## config.mk

```make
export PLATFORM = sky130hd
export DESIGN_NAME = scrisc_fetch_unit
export DESIGN_NICKNAME = d
export VERILOG_FILES = /design/src/rtl/scrisc_fetch_unit.sv
export SDC_FILE = /design/constraint.sdc
export NUM_CORES = 1
export LEC_CHECK = 0
export CAP_MARGIN = 20
export CORE_MARGIN = 2
export CORE_UTILIZATION = 50
export CTS_CLUSTER_DIAMETER = 40
export DETAILED_ROUTE_END_ITERATION = 6
export PLACE_DENSITY = 0.71
export SLEW_MARGIN = 20
export SYNTH_ARGS = -nofsm -noshare
export SYNTH_HDL_FRONTEND = slang
export SYNTH_SLANG_ARGS = --single-unit
```

## constraint.sdc

```tcl
create_clock -name clk -period 7.2 [get_ports clk]
set_clock_uncertainty 0.15 [all_clocks]
set_input_delay 2.16 -clock clk [delete_from_list [all_inputs] [get_ports clk]]
set_output_delay 2.16 -clock clk [all_outputs]
set_load 0.02 [all_outputs]
```

## src/rtl/scrisc_fetch_unit.sv

```systemverilog
// scrisc_fetch_unit
//   Decoupled instruction-fetch front end. Issues fetches on a handshaked
//   instruction-memory port and buffers responses in an in-order prefetch
//   queue. Redirects flush the queue and discard in-flight responses. Decode
//   receives each instruction with its PC and PC+PC_STEP (link value).
//
// Ports
//   clk, reset             clock; asynchronous active-low reset
//   imem_req/addr/gnt      fetch request (issue = imem_req & imem_gnt)
//   imem_rvalid/rdata      in-order, unstallable responses
//   redirect_valid/pc      branch/jump taken: flush and refetch from pc
//   instr_valid/instr      queue head toward decode
//   instr_pc/pcincr        PC of head and PC + PC_STEP
//   instr_ready            decode pops head (instr_valid & instr_ready)
module scrisc_fetch_unit #(
    parameter int              XLEN     = 16,
    parameter int              ILEN     = 16,
    parameter int              DEPTH    = 4,
    parameter logic [XLEN-1:0] RESET_PC = '0,
    parameter int              PC_STEP  = 2
) (
    input  logic            clk,
    input  logic            reset,
    output logic            imem_req,
    output logic [XLEN-1:0] imem_addr,
    input  logic            imem_gnt,
    input  logic            imem_rvalid,
    input  logic [ILEN-1:0] imem_rdata,
    input  logic            redirect_valid,
    input  logic [XLEN-1:0] redirect_pc,
    output logic            instr_valid,
    output logic [ILEN-1:0] instr,
    output logic [XLEN-1:0] instr_pc,
    output logic [XLEN-1:0] instr_pcincr,
    input  logic            instr_ready
);
    localparam int AW = $clog2(DEPTH);
    localparam int CW = AW + 1;
    localparam logic [CW:0]   LP_DEPTH = (CW+1)'(DEPTH);
    localparam logic [XLEN-1:0] LP_STEP = XLEN'(PC_STEP);

    typedef enum logic {S_BOOT, S_RUN} state_t;

    state_t          r_state;
    logic [XLEN-1:0] r_fpc;
    logic [CW-1:0]   r_outst, r_disc, r_cnt;
    logic [AW-1:0]   r_head, r_tail, r_shead, r_stail;
    logic [ILEN-1:0] r_qi  [DEPTH];
    logic [XLEN-1:0] r_qpc [DEPTH];
    logic [XLEN-1:0] r_spc [DEPTH];   // issue-PC shadow, one entry per outstanding fetch

    logic [CW:0] w_occ;
    logic        w_issue, w_push, w_pop;

    // Slots already claimed: buffered entries plus fetches whose data will be kept.
    // Keeping this below DEPTH guarantees every kept response has a free slot.
    assign w_occ    = (CW+1)'(r_cnt) + (CW+1)'(r_outst) - (CW+1)'(r_disc);
    assign imem_req = (r_state == S_RUN) && (w_occ < LP_DEPTH) && ((CW+1)'(r_outst) < LP_DEPTH);
    assign imem_addr = r_fpc;
    assign w_issue  = imem_req & imem_gnt;
    assign w_push   = imem_rvalid & (r_disc == '0);
    assign w_pop    = instr_valid & instr_ready;

    assign instr_valid  = (r_cnt != '0);
    assign instr        = r_qi[r_head];
    assign instr_pc     = r_qpc[r_head];
    assign instr_pcincr = r_qpc[r_head] + LP_STEP;

    always_ff @(posedge clk or negedge reset) begin
        if (!reset) begin
            r_state <= S_BOOT;
            r_fpc   <= RESET_PC;
            r_outst <= '0;
            r_disc  <= '0;
            r_cnt   <= '0;
            r_head  <= '0;
            r_tail  <= '0;
            r_shead <= '0;
            r_stail <= '0;
            for (int i = 0; i < DEPTH; i++) begin
                r_qi[i]  <= '0;
                r_qpc[i] <= '0;
                r_spc[i] <= '0;
            end
        end else begin
            r_state <= S_RUN;

            // Shadow queue tracks every fetch on the bus, kept or discarded,
            // so it is never affected by redirects.
            if (w_issue) begin
                r_spc[r_stail] <= r_fpc;
                r_stail        <= r_stail + AW'(1);
            end
            if (imem_rvalid)
                r_shead <= r_shead + AW'(1);
            r_outst <= r_outst + CW'(w_issue) - CW'(imem_rvalid);

            if (redirect_valid) begin
                // Everything still on the bus after this edge is stale,
                // including a fetch granted right now.
                r_fpc  <= redirect_pc;
                r_disc <= r_outst + CW'(w_issue) - CW'(imem_rvalid);
                r_cnt  <= '0;
                r_head <= '0;
                r_tail <= '0;
            end else begin
                if (w_issue)
                    r_fpc <= r_fpc + LP_STEP;
                if (imem_rvalid && r_disc != '0)
                    r_disc <= r_disc - CW'(1);
                if (w_push) begin
                    r_qi[r_tail]  <= imem_rdata;
                    r_qpc[r_tail] <= r_spc[r_shead];
                    r_tail        <= r_tail + AW'(1);
                end
                if (w_pop)
                    r_head <= r_head + AW'(1);
                r_cnt <= r_cnt + CW'(w_push) - CW'(w_pop);
            end
        end
    end
endmodule

```

## Word level (Yosys, flattened, before mapping)

Cells that the tools add are included.

- Flip-flop bits (word level): 226
- Bits of input ports: 38
- Output and inout bits: 66
- Logic and storage cells: 88

- $add $sub $neg: 13
- $lt $le $gt $ge: 8
- Multiplexer cells: 25
- Bitwise gates (word level): 8
- Reductions and logical operators: 13

Operators with widths:

| operator | count |
|---|---|
| $bwmux W64 | 3 |
| $mux W16 | 10 |
| $bmux W16 S2 | 3 |
| $demux W16 S2 | 2 |
| $add A16 B2 Y16 const B | 2 |
| $ge A3 B3 Y1 const B | 4 |
| $not A2 Y3 | 4 |
| $mux W3 | 3 |
| $add A2 B1 Y2 const B | 4 |
| $mux W2 | 4 |
| $reduce_bool A2 Y1 | 4 |
| $add A3 B1 Y3 | 2 |
| $lt A3 B1 Y1 const B | 2 |
| $reduce_bool A3 Y1 | 2 |
| $sub A3 B1 Y3 | 2 |
| $logic_and A1 B1 Y1 | 5 |
| $add A3 B3 Y4 | 1 |
| $lt A4 B3 Y1 const B | 1 |
| $sub A4 B3 Y4 | 1 |
| $and A1 B1 Y1 | 3 |
| $logic_not A3 Y1 | 1 |
| $lt A3 B3 Y1 const B | 1 |
| $sub A3 B1 Y3 const B | 1 |
| $reduce_and A2 Y1 | 1 |
| $not A1 Y1 | 1 |

## Depth between registers and ports, before layout

Gate-level depths: netlist of run 1.

- Word-level depth: 9
- Depth in mapped cells: 16
- Depth with buffers taken out: 15

## Worst setup path after synthesis of run 1

No wires, ideal clock.

- Kind: reg-to-output
- Start point: register r_outst[1]
- End point: output port imem_req
- Data arrival time: 2.407 ns
- Data required time: 4.890 ns
- Setup slack: 2.483 ns
- Stages on the path, launching flop included: 10
- Buffers on the path: 1
- Cells stage by stage: dfrtp_1 > inv_1 > fa_1 > inv_1 > ha_1 > nand3b_1 > a21oi_1 > clkbuf_1 > nor2_1 > nor3b_1

- Cells in the longest elaborated chain, start to end: 5
- Elaborated cells between the ends (all ways): 6
- Classes of those cells: add/sub: 2; order compare: 2; reduce/logical: 2

RTL lines:

| item | line | RTL |
|---|---|---|
| from (decl) | 46 | `logic [CW-1:0] r_outst, r_disc, r_cnt;` |
| from (signal assigned) | 96 | `r_outst <= r_outst + CW'(w_issue) - CW'(imem_rvalid);` |
| $add A3 B3 Y4 | 57 | `assign w_occ = (CW+1)'(r_cnt) + (CW+1)'(r_outst) - (CW+1)'(r_disc);` |
| $sub A4 B3 Y4 | 57 |  |
| $lt A4 B3 Y1 | 58 | `assign imem_req = (r_state == S_RUN) && (w_occ < LP_DEPTH) && ((CW+1)'(r_outst) < LP_DEPTH);` |
| $logic_and A1 B1 Y1 | 58 |  |
| $logic_and A1 B1 Y1 * | 58 |  |
| to (decl) | 24 | `output logic imem_req,` |

Every way passes the cells marked *; elsewhere a longest branch is shown, timed or not.

## Worst setup path after layout of run 1

- Start point: register r_head[1]
- End point: output port instr_pcincr[13]

- Cells in the longest elaborated chain, start to end: 5

RTL lines:

| item | line | RTL |
|---|---|---|
| from (decl) | 47 | `logic [AW-1:0] r_head, r_tail, r_shead, r_stail;` |
| from (signal assigned) | 117 | `r_head <= r_head + AW'(1);` |
| $not A2 Y3 (not written as such) | 67 | `assign instr_pcincr = r_qpc[r_head] + LP_STEP;` |
| $bmux W16 S2 | 67 |  |
| $mux W16 (not written as such) (2 in series) | 67 |  |
| $add A16 B2 Y16 | 67 |  |
| to (decl) | 34 | `output logic [XLEN-1:0] instr_pcincr,` |

Every way passes these cells. The select of a mux whose other input is x is not followed.

==> impl_results.md, run 1 <==
* CTS tree: built
* Pin count of the biggest net entering global routing at 126
* Initial core utilization at 50.9%
* Core ar. at 21000 um2
* Max_cap viols at 0
* Total number of vias at 6250
* Ys async rst share at 100%
* Final setup viols at 0
* Die area at 22500 um2
* CTS Hold Buffers Added at 0
* RSZ-0062 raised after global routing: false
* VDD IR-drop max at 0.196 mV
* Startpoint types: flip-flop
* Commonest cells post-synth: 226 x dfrtp_1, 158 x mux2_2, 40 x mux2_1, 37 x mux4_2, 25 x nand2_1
* Area growth, synth to finish at 21.6%
* Crit-path slowest cell: dfrtp_1
* H-tree levels at 1
* Via density at 5.59
* FMAX at 171 MHz
* Synth top area share at 53.0%
* Worst Tran Pin Value at 0.888 ns
* Ant. Diodes at 0
* Remaining Overflow, GRT at 0
* Pwr dens at 384 nW/um2
* Multi-input combinational cell area at 4670 um2
* Number of global-route vias before repair at 6820
* Element type at the critical path end: output port
* Crit-path max FO at 17
* Final hold vios at 0
* FP Rows at 53
* Synthesized Nets at 779
* Yosys top cell by area: dfrtp_1
* Worst reg2reg setup slack at 3.19 ns
* Synth Instances at 718
* Fin. max-slew vios at 0
* Worst-path clk slew at 0.06 ns
* Number of synthesized flops with an enable pin at 0
* Top FF cell, synth: dfrtp_1
* Initial antenna violation count at 0
* Avg WL per Cell at 19.4 um
* Post-CTS setup buffer count at 0
* CTS Root Cell: clkbuf_16
* Leakage at 6.09 nW
* Critical path type: reg -> out
* Placer Congestion at 0.824
* CTS Sinks at 226
* Routed Antenna Nets at 0
* Post-Layout Inst Area at 13000 um2
* Tmin final at 5.83 ns
* Mean post-synth cell area at 14.9 um2
* Distinct cell type count after synthesis at 49
* Port Buf Inserts at 103
* DP Area at 11900 um2
* CTS Buf Count at 30
* Residual DRC count at 0
* Cell Chain, Critical Path: buf_4 -> mux4_1 -> ha_1 -> nand2_1 -> nor3_2 -> xor2_1 -> clkdlybuf4s50_1
* Worst min path class: reg -> reg
* Final net count at 882
* Critical Path AT at 3.52 ns
* Fin crit share at 81.0%
* Share of post-route cells with drive strength above 1 at 32.3%
* Worst stage delay on the critical path at 0.88 ns
* Worst slew margin at 40.8%
* Die Y at 150 um
* Fill count at 1564
* GRT Overall Usage at 19.9%
* DR pass1 iterations at 4
* DRT iter0 DRCs at 258
* Warnings, synthesis at 0
* Routed wire length at 21.7 mm
* Setup_tns at 0 ns
* Most frequent cell after synthesis: dfrtp_1
* Clock buffer depth at 3
* Sequential area share after synthesis at 53.0%
* Outcome: finished, final reports clean
* Post_cts resized at 0
* Die X at 150 um
* Clock Latency Late Sink at 0.53 ns
* First-pass GRT wire length at 35.3 mm
* FF+latch count, synth at 226
* Reg area at 5660 um2
* Ranking of synthesized cells by area: dfrtp_1 53%, mux2_2 17%, mux4_2 7.8%
* Dpl hpwl at 14.3 mm
* CP Data Required Time at 4.89 ns
* Mapped Area at 10700 um2
* Ports at 104
-- kinds of logic after synthesis --
group,share of synthesized area [%]
compound gates,1.87
xor+xnor,2.96
fa+ha+maj,2.98
buf+inv,3.13
flops,53.0
mux,31.5
other cells,0.0352
simple gates,4.46
-- where the power goes --
group / switching, W / total, W / internal [W]
Clock: 0.000563 / 0.00151 / 0.000945
Combinational: 0.000805 / 0.00168 / 0.000874
Sequential: 0.000230 / 0.00180 / 0.00157
-- metal layers --
layer	up-vias	share of wire, %	global-route usage [%]	routed length, um
met2	154	49	34.3	10700
met4	0	1.4	4.29	295
met5	-	0	0	0
li1	2823	-	-	-
met1	3244	45	27.1	9700
met3	29	4.5	2.77	974
-- metrics by stage --
step | worst slack (ns) | cells | util, % | power (W) | hold WS, ns
detailed placement | 1.90 | 1063 | 56.7 | 0.00351 | 0.329
global route | 1.16 | 1119 | 61.9 | 0.00525 | 0.356
global placement | 1.97 | 1063 | 56.7 | 0.00342 | 0.318
floorplan | 2.48 | 718 | - | 0.00290 | 0.309
CTS | 1.34 | 1118 | 61.7 | 0.00504 | 0.342
finish | 1.37 | 1119 | 61.9 | 0.00498 | 0.340
-- layout by cell type (no fill, tap or decap), types with 2 or more instances in the layout --
| master | netlist | layout |
|---|---|---|
| and2_1 | 4 | 4 |
| dfrtp_1 | 226 | 225 |
| clkinvlp_4 | 0 | 2 |
| a31oi_1 | 4 | 4 |
| inv_6 | 0 | 5 |
| or3_1 | 5 | 5 |
| clkbuf_16 | 0 | 31 |
| o2111ai_1 | 4 | 4 |
| bufinv_16 | 0 | 3 |
| xnor2_1 | 22 | 22 |
| inv_1 | 24 | 24 |
| clkbuf_8 | 0 | 5 |
| clkinv_4 | 0 | 4 |
| nand2_2 | 5 | 5 |
| fa_1 | 4 | 4 |
| mux2_1 | 40 | 40 |
| o211ai_1 | 3 | 3 |
| clkinv_2 | 0 | 3 |
| nor2_1 | 17 | 17 |
| nand3_1 | 9 | 9 |
| mux4_2 | 37 | 37 |
| nand4_1 | 2 | 2 |
| buf_4 | 9 | 9 |
| nand2_1 | 25 | 25 |
| xor2_1 | 14 | 14 |
| nand2b_1 | 2 | 2 |
| mux4_1 | 11 | 11 |
| ha_1 | 19 | 19 |
| nor3_2 | 2 | 2 |
| nor2b_1 | 2 | 2 |
| and3_1 | 2 | 2 |
| clkbuf_1 | 11 | 2 |
| mux2_2 | 158 | 158 |
| o21ai_0 | 15 | 15 |
| a21oi_1 | 3 | 3 |
| clkdlybuf4s50_1 | 0 | 102 |
-- worst paths after layout --
kind | start | endpoint | cells past startpoint
hold reg to reg | r_spc[22] | r_spc[22] | 1
setup reg to reg | r_outst[1] | r_disc[2] | 15
max in group asynchronous | reset | r_spc[24] | 3
min in group asynchronous | reset | r_qi[57] | 1
hold / removal | r_spc[22] | r_spc[22] | 1
setup / recovery | r_head[1] | instr_pcincr[13] | 7
-- area by class of cell --
type,instances,share of cell area [%]
clock buffer,37,6.47
clock inverter,18,1.62
inverter,24,0.695
multi-input combinational,425,36.1
sequential,226,43.6
tap,275,2.65
timing repair buffer,114,8.87
-- sequential cells by signal, indices dropped and copies added, names as in the netlist --
signal / flops
r_disc: 3
r_cnt: 3
r_spc: 64
r_outst: 3
r_state: 1
imem_addr: 16
r_shead: 2
r_qi: 64
r_stail: 2
r_tail: 2
r_head: 2
r_qpc: 64
-- critical path, delay by kind of cell, from the launching register on --
family / cells / cell delay, ns
buffers and inverters: 2 / 1.02
DFF: 1 / 0.88
and+or+nand+nor: 2 / 0.34
muxes: 1 / 0.29
adders and majority gates: 1 / 0.28
xor gates and xnor gates: 1 / 0.17
No activity file was read; power rests on OpenSTA's default activity.
==> run 2, diff against run 1 <==
Settings changed: PLACE_DENSITY 0.71 to 0.74.
Clock period 7.2 ns to 4.7 ns, I/O delays scaled along.
==> impl_results.md, run 2 (synthesis results as in run 1) <==
* Outcome: finished, final reports clean
* Int Power at 0.00550 W
* Element type at the critical path end: output port
* Fin crit share at 97.6%
* Remaining Overflow, GRT at 0
* Met1 Usage GRT at 28.6%
* Initial core utilization at 50.9%
* Fin. max-slew vios at 0
* Critical Path AT at 3.03 ns
* Leakage at 6.26 nW
* Worst reg2reg setup slack at 0.98 ns
* Startpoint types: flip-flop
* Tmin final at 4.59 ns
* PnR Total Power at 0.00804 W
* P_sw at 0.00253 W
* VDD IR-drop max at 0.429 mV
* Via density at 5.66
* Worst slew margin at 39.6%
* RSZ-0062 raised after global routing: false
* Routed wire length at 22.9 mm
* DR pass1 iterations at 4
* Final net count at 893
* Commonest non-fill, non-tap cells in the layout: 224 x dfrtp_1, 158 x mux2_2, 100 x clkdlybuf4s50_1
* Routed Antenna Nets at 0
* Final hold vios at 0
* CTS Root Cell: clkbuf_16
* Commonest non-fill, non-tap cell in the layout: dfrtp_1
* Worst R2R Path Depth at 17
* Crit-path slowest cell: clkdlybuf4s50_1
* Avg WL per Cell at 20.2 um
* Comb power frac at 32.5%
* Die area at 22500 um2
* Residual DRC count at 0
* Max_cap viols at 0
* CTS tree: built
* Area growth, synth to finish at 23.9%
* Die X at 150 um
* M3 GR Usage at 3.41%
* GRT Overall Usage at 21.1%
* FP Rows at 53
* Die Y at 150 um
* Pwr dens at 608 nW/um2
* Final setup viols at 0
* Initial antenna violation count at 0
* Final Util at 63.1%
* H-tree levels at 2
* Worst min path class: reg -> reg
* Pin count of the biggest net entering global routing at 88
* Total number of vias at 6399
* Critical path's top delay family: buffers and inverters
* Number of global-route vias before repair at 7015
* GR Layer Usage met2 at 35.8%
* Share of post-route cells with drive strength above 1 at 33.3%
* Reg-to-reg endpoint: r_disc[2]
* Crit path launch: r_head[0]
* Placer Congestion at 0.847
* DRT iter0 DRCs at 286
* Dpl hpwl at 15.2 mm
* Post-Layout Inst Area at 13200 um2
* Core ar. at 21000 um2
* GRT Max-Usage Layer: met2
* Final Non-Filler Cells at 1131
* Port Buf Inserts at 103
* FMAX at 218 MHz
* R2r startpoint: r_outst[1]
* CTS Sinks at 226
* Crit path buf inv count at 2
* Ports at 104
* Critical path endpoint: instr_pcincr[14]
* Fill count at 1517
* Ant. Diodes at 0
* Placed insts at 1069
* Setup_tns at 0 ns
* Crit-path max FO at 10
* Worst stage delay on the critical path at 0.61 ns
* Biggest regs: r_qi (64), r_qpc (64), r_spc (64)
* Sw frac at 31.5%
* Crit. path cell count at 7
* Register share of total power at 34.6%
* CTS Buf Count at 34
* Clock Latency Late Sink at 0.49 ns
* Worst Tran Pin Value at 0.906 ns
* Clk pwr share at 32.9%
* DP Area at 12000 um2
* Clock buffer depth at 3
* Worst-path clk slew at 0.05 ns
* Critical path type: reg -> out
* CP Data Required Time at 3.14 ns
* Cell Chain, Critical Path: buf_4 -> mux4_2 -> nand4_4 -> or2_1 -> nor2_1 -> xor2_1 -> clkdlybuf4s50_1
* First-pass GRT wire length at 37.2 mm
-- run 2: cell types whose count changed in the layout (fill, tap and decap cells not counted), moves of 2 or more --
| cell | previous run | this run |
|---|---|---|
| buf_12 | 1 | 5 |
| clkinv_4 | 4 | 1 |
| dlymetal6s2s_1 | 0 | 2 |
| clkdlybuf4s50_1 | 102 | 100 |
| clkbuf_16 | 31 | 35 |
| bufinv_16 | 3 | 5 |
| buf_4 | 9 | 13 |
-- run 2: through the flow --
stage	hold slack, ns	setup WS [ns]
after floorplan	0.309	0.733
after global placement	0.318	0.642
after detailed placement	0.326	0.557
after CTS	0.338	0.0226
after global routing	0.357	0.00562
final	0.336	0.112
-- run 2: worst min-delay path by stage --
stage	startpoint	endpoint	slack (ns)	depth (start not counted)
2_1_floorplan	r_spc[21]	r_spc[21]	0.31	1
3_3_place_gp	r_spc[23]	r_spc[23]	0.32	1
3_5_place_dp	r_spc[11]	r_spc[11]	0.33	1
4_1_cts	r_spc[29]	r_spc[29]	0.34	1
5_1_grt	r_qpc[13]	r_qpc[13]	0.36	1
6_report	r_spc[26]	r_spc[26]	0.34	1
-- run 2: layer usage --
metal  wire length, um  up-vias
li1                  -     2841
met1             10200     3378
met2             11300      147
met3               896       33
met4               398        0
met5                 0        -
-- run 2: worst register-to-register path: cells and delay by family, from the launching register on --
family,cells,cell delay [ns]
AOI/OAI and AO/OA,3,0.45
xor gates and xnor gates,1,0.22
adders and majority gates,5,1.65
buffers and inverters,6,0.65
DFF,1,0.35
and+or+nand+nor,2,0.19
-- run 2: power groups by stage --
stage | sequential, W | combinational (W) | clock [W]
floorplan | 0.00261 | 0.00183 | 0
global placement | 0.00276 | 0.00250 | 0
detailed placement | 0.00281 | 0.00261 | 0
CTS | 0.00278 | 0.00263 | 0.00269
global route | 0.00284 | 0.00283 | 0.00278
finish | 0.00278 | 0.00261 | 0.00264
-- run 2: timing repair --
item / CTS / global route
hold endpoints to repair: 0 / 0
hold buffers: 0 / 0
setup endpoints to repair: 0 / 5
setup buffers: 0 / 2
gates resized for setup: 0 / 3
-- run 2: final cells by class --
class                      count  area, um2  area share [%]
sequential                   226       5660            42.8
multi-input combinational    425       4670            35.4
timing repair buffer         121       1240            9.37
clock buffer                  43        956            7.23
tap                          275        344            2.60
clock inverter                17        251            1.90
inverter                      24       90.1           0.682
